[src/rtl/mips_pkg.sv]
// Shared opcode/funct constants, ALU encodings, sequencer state and control word
// for the MIPS control blocks.
package mips_pkg;

  localparam logic [5:0] OP_RTYPE = 6'b000000;
  localparam logic [5:0] OP_LW    = 6'b100011;
  localparam logic [5:0] OP_SW    = 6'b101011;
  localparam logic [5:0] OP_BEQ   = 6'b000100;
  localparam logic [5:0] OP_J     = 6'b000010;
  localparam logic [5:0] OP_ADDI  = 6'b001000;

  localparam logic [5:0] FN_ADD = 6'b100000;
  localparam logic [5:0] FN_SUB = 6'b100010;
  localparam logic [5:0] FN_AND = 6'b100100;
  localparam logic [5:0] FN_OR  = 6'b100101;
  localparam logic [5:0] FN_SLT = 6'b101010;

  localparam logic [3:0] ALU_ADD = 4'b0101;
  localparam logic [3:0] ALU_SUB = 4'b0110;
  localparam logic [3:0] ALU_AND = 4'b0000;
  localparam logic [3:0] ALU_OR  = 4'b0001;
  localparam logic [3:0] ALU_SLT = 4'b0111;

  typedef enum logic [2:0] {
    S_FETCH,
    S_DECODE,
    S_EXEC,
    S_MEM,
    S_WB,
    S_TRAP
  } state_t;

  typedef struct packed {
    logic       reg_dst;
    logic       reg_write;
    logic       alu_src;
    logic       mem_write;
    logic       mem_read;
    logic       mem_to_reg;
    logic       jump_pc;
    logic [3:0] alu_control;
  } ctrl_t;

  // True for every opcode/funct pair the sequencer knows how to run.
  function automatic logic is_supported(input logic [5:0] op, input logic [5:0] funct);
    logic ok;
    ok = 1'b0;
    case (op)
      OP_RTYPE: ok = (funct == FN_ADD) || (funct == FN_SUB) || (funct == FN_AND) ||
                     (funct == FN_OR)  || (funct == FN_SLT);
      OP_LW, OP_SW, OP_BEQ, OP_J, OP_ADDI: ok = 1'b1;
      default: ok = 1'b0;
    endcase
    return ok;
  endfunction

endpackage

[src/rtl/mips_alu_decode.sv]
// Combinational opcode/funct to ALU operation decode.
module mips_alu_decode
  import mips_pkg::*;
(
  input  logic [5:0] op,
  input  logic [5:0] funct,
  output logic [3:0] alu_control
);

  // R-type selects by funct; memory ops and addi add, beq subtracts.
  always_comb begin
    alu_control = ALU_AND;
    case (op)
      OP_RTYPE: begin
        case (funct)
          FN_ADD:  alu_control = ALU_ADD;
          FN_SUB:  alu_control = ALU_SUB;
          FN_AND:  alu_control = ALU_AND;
          FN_OR:   alu_control = ALU_OR;
          FN_SLT:  alu_control = ALU_SLT;
          default: alu_control = ALU_AND;
        endcase
      end
      OP_LW, OP_SW, OP_ADDI: alu_control = ALU_ADD;
      OP_BEQ:                alu_control = ALU_SUB;
      default:               alu_control = ALU_AND;
    endcase
  end

endmodule

[src/rtl/mips_multicycle_ctrl.sv]
// Multi-cycle FETCH/DECODE/EXEC/MEM/WB control sequencer for the MIPS datapath.
// Controls are registered from the next state so they are valid on state entry.
module mips_multicycle_ctrl
  import mips_pkg::*;
#(
  parameter int CNT_W = 32
) (
  input  logic             CLK,
  input  logic             Reset,
  input  logic [5:0]       Opcode,
  input  logic [5:0]       Funct,
  input  logic             Is0,
  input  logic             MemReady,
  output logic             RegDst,
  output logic             RegWrite,
  output logic             ALUSrc,
  output logic             MemWrite,
  output logic             MemRead,
  output logic             MemToReg,
  output logic             JumpPC,
  output logic             PCSrc,
  output logic [3:0]       ALUcontrol,
  output logic             PCEn,
  output logic             IRWrite,
  output logic             Illegal,
  output logic [CNT_W-1:0] InstrCount
);

  state_t           state_q, state_d;
  logic             started_q;
  logic [5:0]       op_q, funct_q, op_eff, funct_eff;
  logic [3:0]       alu_dec;
  ctrl_t            ctrl_q, ctrl_d;
  logic             pcen_q, pcen_d, irw_q, irw_d, ill_q, ill_d;
  logic             sw_done;
  logic [CNT_W-1:0] cnt_q;

  // In DECODE the op is still on the inputs; afterwards only the latched copy counts.
  always_comb begin
    op_eff    = (state_q == S_DECODE) ? Opcode : op_q;
    funct_eff = (state_q == S_DECODE) ? Funct  : funct_q;
  end

  mips_alu_decode u_alu_decode (
    .op          (op_eff),
    .funct       (funct_eff),
    .alu_control (alu_dec)
  );

  // Next-state selection. The first cycle out of reset re-enters FETCH so
  // IRWrite can be raised while every output still reads 0 during reset.
  always_comb begin
    state_d = state_q;
    case (state_q)
      S_FETCH:  state_d = started_q ? S_DECODE : S_FETCH;
      S_DECODE: state_d = is_supported(Opcode, Funct) ? S_EXEC : S_TRAP;
      S_EXEC: begin
        case (op_q)
          OP_BEQ, OP_J: state_d = S_FETCH;
          OP_LW, OP_SW: state_d = S_MEM;
          default:      state_d = S_WB;
        endcase
      end
      S_MEM:    if (MemReady) state_d = (op_q == OP_SW) ? S_FETCH : S_WB;
      S_WB:     state_d = S_FETCH;
      S_TRAP:   state_d = S_TRAP;
      default:  state_d = S_FETCH;
    endcase
  end

  // Control word for the state about to be entered.
  always_comb begin
    ctrl_d = '0;
    pcen_d = 1'b0;
    irw_d  = 1'b0;
    ill_d  = 1'b0;
    case (state_d)
      S_FETCH: irw_d = 1'b1;
      S_EXEC: begin
        ctrl_d.alu_control = alu_dec;
        case (op_eff)
          OP_RTYPE:             ctrl_d.reg_dst = 1'b1;
          OP_ADDI, OP_LW, OP_SW: ctrl_d.alu_src = 1'b1;
          OP_BEQ:               pcen_d = 1'b1;
          OP_J: begin
            ctrl_d.jump_pc = 1'b1;
            pcen_d         = 1'b1;
          end
          default: ;
        endcase
      end
      S_MEM: begin
        ctrl_d.mem_read  = (op_eff == OP_LW);
        ctrl_d.mem_write = (op_eff == OP_SW);
      end
      S_WB: begin
        ctrl_d.reg_write  = 1'b1;
        ctrl_d.reg_dst    = (op_eff == OP_RTYPE);
        ctrl_d.mem_to_reg = (op_eff == OP_LW);
        pcen_d            = 1'b1;
      end
      S_TRAP: ill_d = 1'b1;
      default: ;
    endcase
  end

  // State, latched instruction fields and registered controls.
  always_ff @(posedge CLK or posedge Reset) begin
    if (Reset) begin
      state_q   <= S_FETCH;
      started_q <= 1'b0;
      op_q      <= '0;
      funct_q   <= '0;
      ctrl_q    <= '0;
      pcen_q    <= 1'b0;
      irw_q     <= 1'b0;
      ill_q     <= 1'b0;
    end else begin
      state_q   <= state_d;
      started_q <= 1'b1;
      if (state_q == S_DECODE) begin
        op_q    <= Opcode;
        funct_q <= Funct;
      end
      ctrl_q <= ctrl_d;
      pcen_q <= pcen_d;
      irw_q  <= irw_d;
      ill_q  <= ill_d;
    end
  end

  // A store retires in the MEM cycle that MemReady arrives, which a registered
  // strobe cannot see in time, so that one PCEn term is taken combinationally.
  assign sw_done = (state_q == S_MEM) && (op_q == OP_SW) && MemReady;

  // Retired-instruction counter, one step per PCEn cycle, wraps naturally.
  always_ff @(posedge CLK or posedge Reset) begin
    if (Reset) cnt_q <= '0;
    else if (PCEn) cnt_q <= cnt_q + {{(CNT_W-1){1'b0}}, 1'b1};
  end

  assign RegDst     = ctrl_q.reg_dst;
  assign RegWrite   = ctrl_q.reg_write;
  assign ALUSrc     = ctrl_q.alu_src;
  assign MemWrite   = ctrl_q.mem_write;
  assign MemRead    = ctrl_q.mem_read;
  assign MemToReg   = ctrl_q.mem_to_reg;
  assign JumpPC     = ctrl_q.jump_pc;
  assign ALUcontrol = ctrl_q.alu_control;
  assign PCSrc      = (state_q == S_EXEC) && (op_q == OP_BEQ) && Is0;
  assign PCEn       = pcen_q | sw_done;
  assign IRWrite    = irw_q;
  assign Illegal    = ill_q;
  assign InstrCount = cnt_q;

endmodule

[config.mk]
export PLATFORM = sky130hd
export DESIGN_NAME = mips_multicycle_ctrl
export DESIGN_NICKNAME = d
export VERILOG_FILES = /design/src/rtl/mips_pkg.sv /design/src/rtl/mips_alu_decode.sv /design/src/rtl/mips_multicycle_ctrl.sv
export SDC_FILE = /design/constraint.sdc
export NUM_CORES = 1
export LEC_CHECK = 0
export CORE_ASPECT_RATIO = 0.5
export CORE_MARGIN = 10
export CORE_UTILIZATION = 36
export DETAILED_ROUTE_END_ITERATION = 8
export GPL_TIMING_DRIVEN = 0
export PLACE_DENSITY = 0.69
export SKIP_CTS_REPAIR_TIMING = 1
export SYNTH_ARGS = -nofsm -noshare
export SYNTH_HDL_FRONTEND = slang
export SYNTH_SLANG_ARGS = --single-unit
[constraint.sdc]
create_clock -name CLK -period 4 [get_ports CLK]
set_input_delay 1.2 -clock CLK [delete_from_list [all_inputs] [get_ports CLK]]
set_output_delay 1.2 -clock CLK [all_outputs]
set_load 0.1 [all_outputs]
## After elaboration in Yosys (flattened, before gate mapping)

Index checks and enable logic that the tools add are counted.

| storage, ports and cells | value |
|---|---|
| register bits after elaboration | 62 |
| input port bits | 16 |
| output and inout port bits | 47 |
| logic and storage cells | 91 |

| operators by class | value |
|---|---|
| add/subtract/negate cells | 1 |
| equal/unequal tests | 31 |
| mux-type cells | 25 |
| bitwise logic cells | 1 |
| reductions and logical operators | 17 |

Operators with widths:

| cell | number |
|---|---|
| $eq A6 B6 Y1 const B | 15 |
| $add A32 B1 Y32 const B | 1 |
| $eq A6 B2 Y1 const B | 3 |
| $eq A6 B3 Y1 const B | 3 |
| $pmux W3 S5 | 1 |
| $eq A3 B2 Y1 const B | 4 |
| $eq A6 B4 Y1 const B | 2 |
| $logic_not A6 Y1 | 2 |
| $mux W6 | 2 |
| $pmux W3 S4 | 1 |
| $mux W1 | 11 |
| $eq A3 B3 Y1 const B | 3 |
| $mux W3 | 3 |
| $pmux W3 S3 | 1 |
| $logic_not A3 Y1 | 2 |
| $pmux W1 S2 | 3 |
| $pmux W3 S2 | 1 |
| $reduce_or A2 Y1 | 3 |
| $mux W5 | 1 |
| $reduce_or A5 Y1 | 1 |
| $logic_and A1 B1 Y1 | 4 |
| $logic_or A1 B1 Y1 | 4 |
| $eq A3 B1 Y1 const B | 1 |
| $reduce_or A3 Y1 | 1 |
| other kinds (2) | 2 |

## Logic depth before layout (Yosys ltp)

Gate-level depths: netlist of the first run.

| logic depth | value |
|---|---|
| depth after elaboration | 11 |
| gate-level depth with buffers | 7 |
| gate-level depth less buffers | 6 |

## Hierarchy

From an unflattened synthesis of the first run, not the netlist that was laid out.

| unflattened totals | value |
|---|---|
| cell total of the unflattened synthesis | 299 |
| area total of the unflattened synthesis | 3024.2 um^2 |

By module, submodules not included:

| module | instances | cells an instance | area an instance (um^2) | seq. area each (um^2) |
|---|---|---|---|---|
| mips_multicycle_ctrl | 1 | 278 | 2879.0 | 1551.5 |
| mips_alu_decode | 1 | 21 | 145.1 | 0.0 |

## Least setup slack after synthesis of the first run

No wires, ideal clock.

| timing path | value |
|---|---|
| path type | reg-to-output |
| start | reg op_q[0] |
| end | out PCSrc |
| data arrival time | 4273 ps |
| required time | 2800 ps |
| setup slack | -1473 ps |
| cell stages (with the launch flop) | 4 |
| buffers on the path | 0 |
| cell sequence | dfrtp_1 -> or4_1 -> or3b_2 -> nor4_1 |

| on the way | value |
|---|---|
| word-level cells in the longest chain between the ends | 3 |

RTL lines:

| what | line | text |
|---|---|---|
| start: declaration | mips_multicycle_ctrl.sv:31 | `logic [5:0] op_q, funct_q, op_eff, funct_eff;` |
| start signal: assignment | mips_multicycle_ctrl.sv:122 | `op_q <= Opcode;` |
| $eq A6 B3 Y1 | mips_multicycle_ctrl.sv:150 | `assign PCSrc = (state_q == S_EXEC) && (op_q == OP_BEQ) && Is0;` |
| $logic_and A1 B1 Y1 (2 in series) | mips_multicycle_ctrl.sv:150 |  |
| end: declaration | mips_multicycle_ctrl.sv:21 | `output logic PCSrc,` |

Every way passes these cells.

## Worst setup path after layout of the first run

| timing path | value |
|---|---|
| start | in MemReady |
| end | out PCEn |

| on the way | value |
|---|---|
| word-level cells in the longest chain between the ends | 2 |

RTL lines:

| what | line | text |
|---|---|---|
| start: declaration | mips_multicycle_ctrl.sv:13 | `input logic MemReady,` |
| $logic_and A1 B1 Y1 | mips_multicycle_ctrl.sv:134 | `assign sw_done = (state_q == S_MEM) && (op_q == OP_SW) && MemReady;` |
| $or A1 B1 Y1 | mips_multicycle_ctrl.sv:151 | `assign PCEn = pcen_q \| sw_done;` |
| end: declaration | mips_multicycle_ctrl.sv:23 | `output logic PCEn,` |

Every way passes these cells.

==> impl_metrics.tcl, run 1 <==
set metrics [dict create \
    run_status "finished clean" \
    drv_slew 0 \
    grt_max_degree 35 \
    drtAntennaViolNets 0 \
    crit_required_ns 2.80 \
    gp_congestion 0.837 \
    max_slew_margin 0.339 \
    fin_area_sq_mm 0.00397 \
    endpoint_kind "primary output" \
    rsz0062_at_grt "no" \
    synth_nets 316 \
    cp.arrival_ns 2.71 \
    fin_crit_sh 0.978 \
    finalSetupViolCount 0 \
    pre_cts_ws_ns -0.754 \
    power_leakage_nw 1.81 \
    io_pins 63 \
    syn_avg_cell_area_sq_um 9.77 \
    synth_top_area_share 0.523 \
    min_from "InstrCount[31]" \
    skew_ns 0.00443 \
    ys_warn_count 0 \
    initial_utilization 0.368 \
    synth_xor_xnor_area_share 0.0990 \
    reg2reg_from "op_q[2]" \
    final_util 0.500 \
    die-area_sq_mm 0.0123 \
    clock_sinks 61 \
    fmax_mhz 256 \
    antenna_found_initial 0 \
    worstSetupPathType "in2out" \
    drt_wl_total_microns 6930 \
    synth_edf_count 0 \
    hpwl_microns 4990 \
    finalHoldViolCount 0 \
    synth_ff_type "dfrtp_1" \
    synthSimpleGateAreaFrac 0.270 \
    synthMuxAreaShare 0.0107 \
    grt_usage 0.113 \
    cts_root_buffer "clkbuf_16" \
    gr-total-overflow 0 \
    drive_above_1_share 0.0829 \
    layout_setup_ws_ns 0.0885 \
    dr.pass1.iters 4 \
    die_h_microns 83.7 \
    path_clk_slew_ns 0.05 \
    vdd_drop_max_v 0.000217 \
    crit_path_start_kind "input pin" \
    worst_pin_slew_ns 0.989 \
    maxCapViolCount 0 \
    synthCells 299 \
    clk_latency_ns 0.32 \
    portBuffers 60 \
    dieWidth_microns 147 \
    fill_cells 752 \
    ys_seq_area_frac 0.523 \
    synth_seq_cells 61 \
    synth_top_area_cell "dfrtp_1" \
    yosys-top-cells-area "dfrtp_1, nand2_1, xor2_1, xnor2_1, nor2_1" \
    synthAdderAreaFrac 0.00428 \
    drt_iter0_drc 107 \
    placed_area_sq_mm 0.00370 \
    worstSetupStartpoint "MemReady" \
    num_vias 2332 \
    antenna_cells 0 \
    drcViolationCount 0 \
    grt_pass1_wl_microns 11300 \
    ys_types 47 \
    fp-row-count 23 \
    area_delta_synth_final_pct 36.1 \
    powerDensity_mw_per_mm2 556 \
    cts_tree "built" \
    via_per_inst 4.80 \
    synth_compound_area_frac 0.0634 \
    post_drt_wl_per_cell_microns 14.3 \
    final_nets 388 \
    hold_path.class "reg2reg" \
    clockBufferDepth 2 \
    cts_inserted_buffers 9 \
    coreArea_sq_mm 0.00794 \
    worstPathMaxFanout 7 \
    synthArstFlopShare 1.00 \
    synth_area_sq_mm 0.00292 \
    grt_pass1_vias 2269 \
    htree_levels 3 \
    period_needed_ns 3.91 \
    synth_top_family_by_area "simple AND/OR/NAND/NOR gates" \
]
-- state kept, by name, summed over array words and instances (netlist names) --
name        flops
MemToReg        1
RegWrite        1
InstrCount     32
RegDst          1
pcen_q          1
op_q            6
MemWrite        1
ALUcontrol      3
IRWrite         1
MemRead         1
funct_q         6
started_q       1
state_q         3
ALUSrc          1
JumpPC          1
Illegal         1
-- placed cells by master, fill, tap and decap left out, drive strengths merged, types with 3 or more instances in the layout --
| cell | instances |
|---|---|
| nor4 | 9 |
| nand3 | 15 |
| o21ai | 7 |
| nand2b | 5 |
| nor2b | 3 |
| and3 | 4 |
| xor2 | 20 |
| inv | 10 |
| xnor2 | 13 |
| a21oi | 8 |
| nor2 | 25 |
| buf | 4 |
| nand4b | 3 |
| clkbuf | 22 |
| nand4 | 6 |
| nor3 | 16 |
| dfrtp | 61 |
| a31oi | 3 |
| clkdlybuf4s50 | 58 |
| nand2 | 50 |
-- per-stage QoR --
stage | hold WS [ns] | cells | TNS [ns] | total power, mW
2_1_floorplan | 0.437 | 299 | 0 | 1.32
3_3_place_gp | 0.455 | 471 | -1.09 | 1.48
3_5_place_dp | 0.462 | 472 | -1.10 | 1.49
4_1_cts | 0.468 | 486 | -1.18 | 2.23
5_1_grt | 0.474 | 486 | 0 | 2.33
6_report | 0.467 | 486 | 0 | 2.21
-- layer usage --
layer	track usage	up-vias	wire [microns]
met5	0	-	0
met3	0.0465	9	436
met1	0.129	1094	3100
li1	-	1173	-
met2	0.182	56	3290
met4	0.0492	0	100
-- synthesized netlist by cell type, types with 4 or more instances --
| cell type | n |
|---|---|
| xor2_1 | 20 |
| o21ai_0 | 7 |
| inv_1 | 10 |
| clkbuf_1 | 8 |
| xnor2_1 | 13 |
| nor3_1 | 16 |
| dfrtp_1 | 61 |
| nand2b_1 | 5 |
| a21oi_1 | 8 |
| nand2_1 | 50 |
| nand3_1 | 14 |
| nor4_1 | 9 |
| nor2_1 | 25 |
| nand4_1 | 5 |
| and3_1 | 4 |
-- critical path, stage by stage --
cell and delay, ns:
clkdlybuf4s50_1 0.50, nand3_1 0.12, o41ai_4 0.49, buf_4 0.40
-- where the power goes --
group	internal (mW)	leakage, nW	switching (mW)	total (mW)
Sequential	0.717	0.800	0.106	0.822
Clock	0.478	0.144	0.256	0.734
Combinational	0.203	0.870	0.452	0.655
Total	1.40	1.81	0.814	2.21
-- worst paths after layout --
path / to / slack (ns) / cells after the start
setup reg to reg: InstrCount[21] / 1.54 / 5
max in group asynchronous: RegWrite / 2.14 / 3
min in group asynchronous: ALUSrc / 1.26 / 2
hold / removal: InstrCount[31] / 0.47 / 1
setup / recovery: PCEn / 0.09 / 4
hold reg to reg: InstrCount[31] / 0.47 / 1
-- cell families after synthesis --
group	after synthesis
xor gates and xnor gates	33
other	2
and+or+nand+nor	152
adders and majority gates	1
AOI/OAI and AO/OA	27
muxes	3
buffers and inverters	20
DFF	61
-- layout make-up --
cell class / count / area (sq um) / area share
flip-flops and latches: 61 / 1530 / 0.384
well taps: 112 / 140 / 0.0353
repair buffers: 61 / 613 / 0.154
clock inverters: 1 / 5.00 / 0.00126
clock buffers: 13 / 280 / 0.0705
multi-input cells: 218 / 1330 / 0.334
plain buffers: 10 / 42.5 / 0.0107
inverters: 10 / 37.5 / 0.00945
Power figures use the tool's default switching activity.
==> run 2: changes to the inputs <==
- HOLD_SLACK_MARGIN: unset -> 0.15
- SKIP_CTS_REPAIR_TIMING: 1 -> unset
- SYNTH_HIERARCHICAL: unset -> 1
==> run 2 against run 1 <==
Net effect: critical path depth is 1 higher; via count is 3.2% higher; first-iteration DRC count is 62% higher; wire length is 6.2% higher; sequential cell count is 1 higher; critical path type unchanged; largest power group is now clock.
==> impl_metrics.tcl, run 2 <==
set metrics [dict create \
    synth_common_cells "dfrtp_1, nand2_1, nor2_1" \
    synth_top_area_cell "dfrtp_1" \
    cts_root_buffer "clkbuf_16" \
    drt_iter0_drc 173 \
    htree_levels 3 \
    synthCells 299 \
    maxCapViolCount 0 \
    drt_wl_total_microns 7360 \
    cts_tree "built" \
    drtAntennaViolNets 0 \
    path_clk_slew_ns 0.05 \
    portBuffers 62 \
    syn_avg_cell_area_sq_um 10.1 \
    hold_path.class "reg2reg" \
    power_leakage_nw 1.85 \
    run_status "finished clean" \
    cts_inserted_buffers 9 \
    pre_cts_ws_ns -0.673 \
    synth_seq_cells 62 \
    post-synth-top-count-cell "dfrtp_1" \
    die_h_microns 84.8 \
    worstSetupPathType "in2out" \
    rsz0062_at_grt "no" \
    grt_usage 0.122 \
    ys_seq_area_frac 0.513 \
    synthArstFlopShare 1.00 \
    skew_ns 0.00637 \
    synth_nets 316 \
    timing.setup.tns_ns 0 \
    clockBufferDepth 2 \
    crit_required_ns 2.80 \
    largest_reg_flops 32 \
    fmax_mhz 258 \
    finalHoldViolCount 0 \
    die-area_sq_mm 0.0127 \
    ys_types 55 \
    grt_pass1_vias 2380 \
    clock_sinks 62 \
    synth_area_sq_mm 0.00302 \
    finalSetupViolCount 0 \
    cp.arrival_ns 2.67 \
    grt_max_degree 33 \
    fin_crit_sh 0.967 \
    synth_top_area_share 0.513 \
    period_needed_ns 3.87 \
    io_pins 63 \
    drive_above_1_share 0.116 \
    gp_congestion 0.850 \
    cts_setup_buffers 0 \
    max_stage_delay_ns 0.50 \
    layout_common_cells "dfrtp_1, clkdlybuf4s50_1, nand2_1" \
    worst_pin_slew_ns 1.01 \
    antenna_cells 0 \
    yosys-top-cells-area "dfrtp_1, nand2_1, xnor2_1, xor2_1, nor2_1" \
    placed_area_sq_mm 0.00382 \
    synth_ff_type "dfrtp_1" \
    via_per_inst 4.91 \
    initial_utilization 0.374 \
    drv_slew 0 \
    hold_slack_ns 0.473 \
    max_slew_margin 0.325 \
    vdd_drop_max_v 0.000209 \
    cp_top_family "buffers and inverters" \
    final_nets 390 \
    crit_slowest_cell "clkdlybuf4s50_1" \
    hpwl_microns 5320 \
    layout_setup_ws_ns 0.130 \
    endpoint_kind "primary output" \
    final_common_cell "dfrtp_1" \
    final_util 0.513 \
    grt_pass1_wl_microns 12400 \
    num_vias 2407 \
    worstPathMaxFanout 8 \
    clk_latency_ns 0.33 \
    drcViolationCount 0 \
    fin_area_sq_mm 0.00415 \
    gr-total-overflow 0 \
    worstPathCellList "clkdlybuf4s50_1 -> and4b_1 -> a41o_1 -> buf_6 -> clkbuf_4" \
    critPathBufInv 3 \
    antenna_found_initial 0 \
    crit_path_start_kind "input pin" \
    powerDensity_mw_per_mm2 580 \
    coreArea_sq_mm 0.00809 \
    post_drt_wl_per_cell_microns 15.0 \
    area_delta_synth_final_pct 37.2 \
    synth_edf_count 0 \
    ys_warn_count 6 \
    dieWidth_microns 150 \
    dr.pass1.iters 4 \
    fp-row-count 23 \
]
-- run 2: changes by cell type in the layout (fill, tap and decap cells not counted), sizes merged, moves of 4 or more --
cell    previous run  this run
xor2              20        15
clkbuf            22        16
nor4               9         5
xnor2             13        17
and3               4         8
buf                4         8
-- run 2: area by class of cell --
type,instances,area (sq um)
repair buffers,63,633
inverters,11,41.3
clock buffers,13,270
multi-input cells,218,1400
well taps,112,140
fillers,741,3940
plain buffers,8,48.8
flip-flops and latches,62,1550
clock inverters,3,65.1
-- run 2: final timing paths --
kind                                 from              to  slack, ns  depth (start not counted)
max in group asynchronous           Reset  InstrCount[11]       2.10                          3
hold reg to reg            InstrCount[31]  InstrCount[31]       0.47                          1
min in group asynchronous           Reset   ALUcontrol[3]       1.29                          2
hold / removal             InstrCount[31]  InstrCount[31]       0.47                          1
setup reg to reg               state_q[1]   ALUcontrol[2]       1.36                          8
setup / recovery                 MemReady            PCEn       0.13                          5
-- run 2: metal layers --
layer  up-vias  GRT usage  share of wire
li1       1183          -              -
met1      1155      0.144           0.41
met2        58      0.199           0.51
met3        11     0.0445          0.060
met4         0     0.0496          0.019
met5         -          0              0
-- run 2: timing repair --
action                     in CTS  in global routing
setup endpoints to repair       2                  2
hold buffers                    0                  0
resized for setup               7                  2
-- run 2: where the power goes --
| part | total [mW] | switching [mW] | leakage, nW | internal, mW |
|---|---|---|---|---|
| registers | 0.807 | 0.0835 | 0.808 | 0.723 |
| logic | 0.740 | 0.522 | 0.873 | 0.218 |
| clock network | 0.860 | 0.265 | 0.166 | 0.595 |
-- run 2: cells by family after synthesis --
| family | share of synthesized area |
|---|---|
| buffers and inverters | 0.0298 |
| other | 0.00248 |
| multiplexers | 0.00745 |
| flip-flops | 0.513 |
| adder cells (fa/ha/maj) | 0.00414 |
| AO/OA/AOI/OAI | 0.0674 |
| AND/OR/NAND/NOR | 0.283 |
| XOR/XNOR | 0.0927 |
-- run 2: metrics by stage --
step | power, mW | std cells
after global placement | 1.53 | 473
after global routing | 2.55 | 490
after CTS | 2.43 | 490
after detailed placement | 1.55 | 474
final | 2.41 | 490
after floorplan | 1.36 | 299
==> run 3: changes to the inputs <==
- PLACE_DENSITY: 0.69 -> 0.6
- SLEW_MARGIN: unset -> 20
==> run 3 against run 2 <==
Net effect: power fell by 3.8%; core utilization fell by 0.42 points; first-iteration DRC count rose by 18%; clock skew fell by 0.0017 ns; clock power fell by 9.9%; fmax fell by 0.90%; critical path type unchanged.
==> impl_metrics.tcl, run 3 (synthesis gave the netlist of run 2 again) <==
set metrics [dict create \
    fin_area_sq_mm 0.00411 \
    gp_congestion 0.873 \
    endpoint_kind "primary output" \
    worstPathCellList "clkdlybuf4s50_1 -> and4b_1 -> a41o_1 -> buf_6 -> buf_2" \
    dieWidth_microns 150 \
    io_pins 63 \
    die_h_microns 84.8 \
    skew_ns 0.00465 \
    worstSetupPathType "in2out" \
    hold_path_depth 1 \
    final_util 0.509 \
    largest_reg_flops 32 \
    multiInputGateArea_sq_mm 0.00140 \
    drive_above_1_share 0.116 \
    grt_max_degree 33 \
    run_status "finished clean" \
    clockBufferDepth 2 \
    die-area_sq_mm 0.0127 \
    antenna_cells 0 \
    reg2reg_from "state_q[0]" \
    clk_latency_ns 0.33 \
    r2r-end "ALUcontrol[2]" \
    area_delta_synth_final_pct 36.0 \
    powerDensity_mw_per_mm2 563 \
    pwr-share-seq 0.348 \
    p_int_mw 1.45 \
    drt_wl_total_microns 7430 \
    cts_inserted_buffers 9 \
    fp-row-count 23 \
    placed_area_sq_mm 0.00382 \
    power_leakage_nw 1.83 \
    initial_utilization 0.374 \
    min_from "InstrCount[31]" \
    vdd_drop_max_v 0.000257 \
    power.switching_mw 0.863 \
    swShare 0.373 \
    grt_pass1_wl_microns 12700 \
    cts_root_buffer "clkbuf_16" \
    finalSetupViolCount 0 \
    final_nets 390 \
    via_per_inst 4.84 \
    hpwl_microns 5500 \
    grt_usage 0.125 \
    antenna_found_initial 0 \
    htree_levels 3 \
    reg2reg_depth 9 \
    layout_common_cells "dfrtp_1, clkdlybuf4s50_1, nand2_1" \
    clock_sinks 62 \
    gr-total-overflow 0 \
    drv_slew 0 \
    crit_required_ns 2.80 \
    period_needed_ns 3.91 \
    num_vias 2374 \
    max_stage_delay_ns 0.49 \
    fmax_mhz 256 \
    path_clk_slew_ns 0.05 \
    worst_pin_slew_ns 1.01 \
    fill_cells 767 \
    cts_tree "built" \
    worstHoldEndpoint "InstrCount[31]" \
    final_common_cell "dfrtp_1" \
    post_drt_wl_per_cell_microns 15.2 \
    coreArea_sq_mm 0.00809 \
    maxCapViolCount 0 \
    register_area_sq_mm 0.00155 \
    portBuffers 62 \
    combPwrFrac 0.317 \
    reg2reg_setup_slack_ns 1.35 \
    worstPathMaxFanout 8 \
    grt_pass1_vias 2491 \
    hold_path.class "reg2reg" \
    fin_crit_sh 0.976 \
    drt_iter0_drc 204 \
    finalHoldViolCount 0 \
    layout_setup_ws_ns 0.0949 \
    max_slew_margin 0.328 \
    crit_slowest_cell "clkdlybuf4s50_1" \
    crit_path_start_kind "input pin" \
    drtAntennaViolNets 0 \
    drcViolationCount 0 \
    pre_cts_ws_ns -0.609 \
    dr.pass1.iters 5 \
    total_power_mw 2.32 \
    p_clk_frac 0.335 \
    cp.arrival_ns 2.71 \
    rsz0062_at_grt "no" \
    cts_setup_buffers 0 \
]
-- run 3: cell count changes in the layout (fill, tap and decap cells not counted), sizes merged --
| cell | before | now |
|---|---|---|
| buf | 8 | 9 |
| clkinv | 1 | 3 |
| clkbuf | 16 | 14 |
| bufinv | 2 | 1 |
-- run 3: power groups by stage --
stage          sequential, mW  clock (mW)  combinational [mW]
6_report                0.807       0.775               0.735
3_5_place_dp            0.818           0               0.732
3_3_place_gp            0.811           0               0.717
4_1_cts                 0.807       0.794               0.740
2_1_floorplan           0.966           0               0.392
5_1_grt                 0.824       0.822               0.812
-- run 3: critical path, delay by kind of cell --
kind | cells | cell delay (ns)
simple gates | 1 | 0.22
buf+inv | 3 | 1.08
compound gates | 1 | 0.19
-- run 3: metal layers --
| layer | global-route usage | up-vias | routed length (microns) |
|---|---|---|---|
| li1 | - | 1180 | - |
| met1 | 0.143 | 1145 | 3200 |
| met2 | 0.213 | 42 | 3750 |
| met3 | 0.0434 | 7 | 376 |
| met4 | 0.0434 | 0 | 102 |
| met5 | 0 | - | 0 |
-- run 3: cell type report --
type / count / area share
Multi-Input combinational cell: 218 / 0.340
Tap cell: 112 / 0.0341
Timing Repair Buffer: 63 / 0.153
Clock inverter: 4 / 0.0109
Inverter: 11 / 0.0106
Sequential cell: 62 / 0.377
Clock buffer: 12 / 0.0623
Buffer: 8 / 0.0119
-- run 3: stage by stage --
step | std cells | hold WS, ns | TNS, ns
CTS | 490 | 0.482 | 0
global route | 490 | 0.501 | 0
detailed placement | 474 | 0.463 | -0.916
finish | 490 | 0.475 | 0
floorplan | 299 | 0.466 | 0
global placement | 473 | 0.467 | -0.917
-- run 3: worst max path at each step --
stage                  start    end  slack, ns
floorplan                Is0  PCSrc       0.51
detailed placement  MemReady   PCEn      -0.61
CTS                      Is0  PCSrc       0.01
global placement    MemReady   PCEn      -0.63
global route        MemReady   PCEn       0.04
finish              MemReady   PCEn       0.09
-- run 3: what timing repair did --
item | 4_1_cts | 5_1_grt
endpoints found under the hold margin | 0 | 0
resized for setup | 7 | 1
setup endpoints to repair | 2 | 1
hold buffers | 0 | 0
cloned | 0 | 0
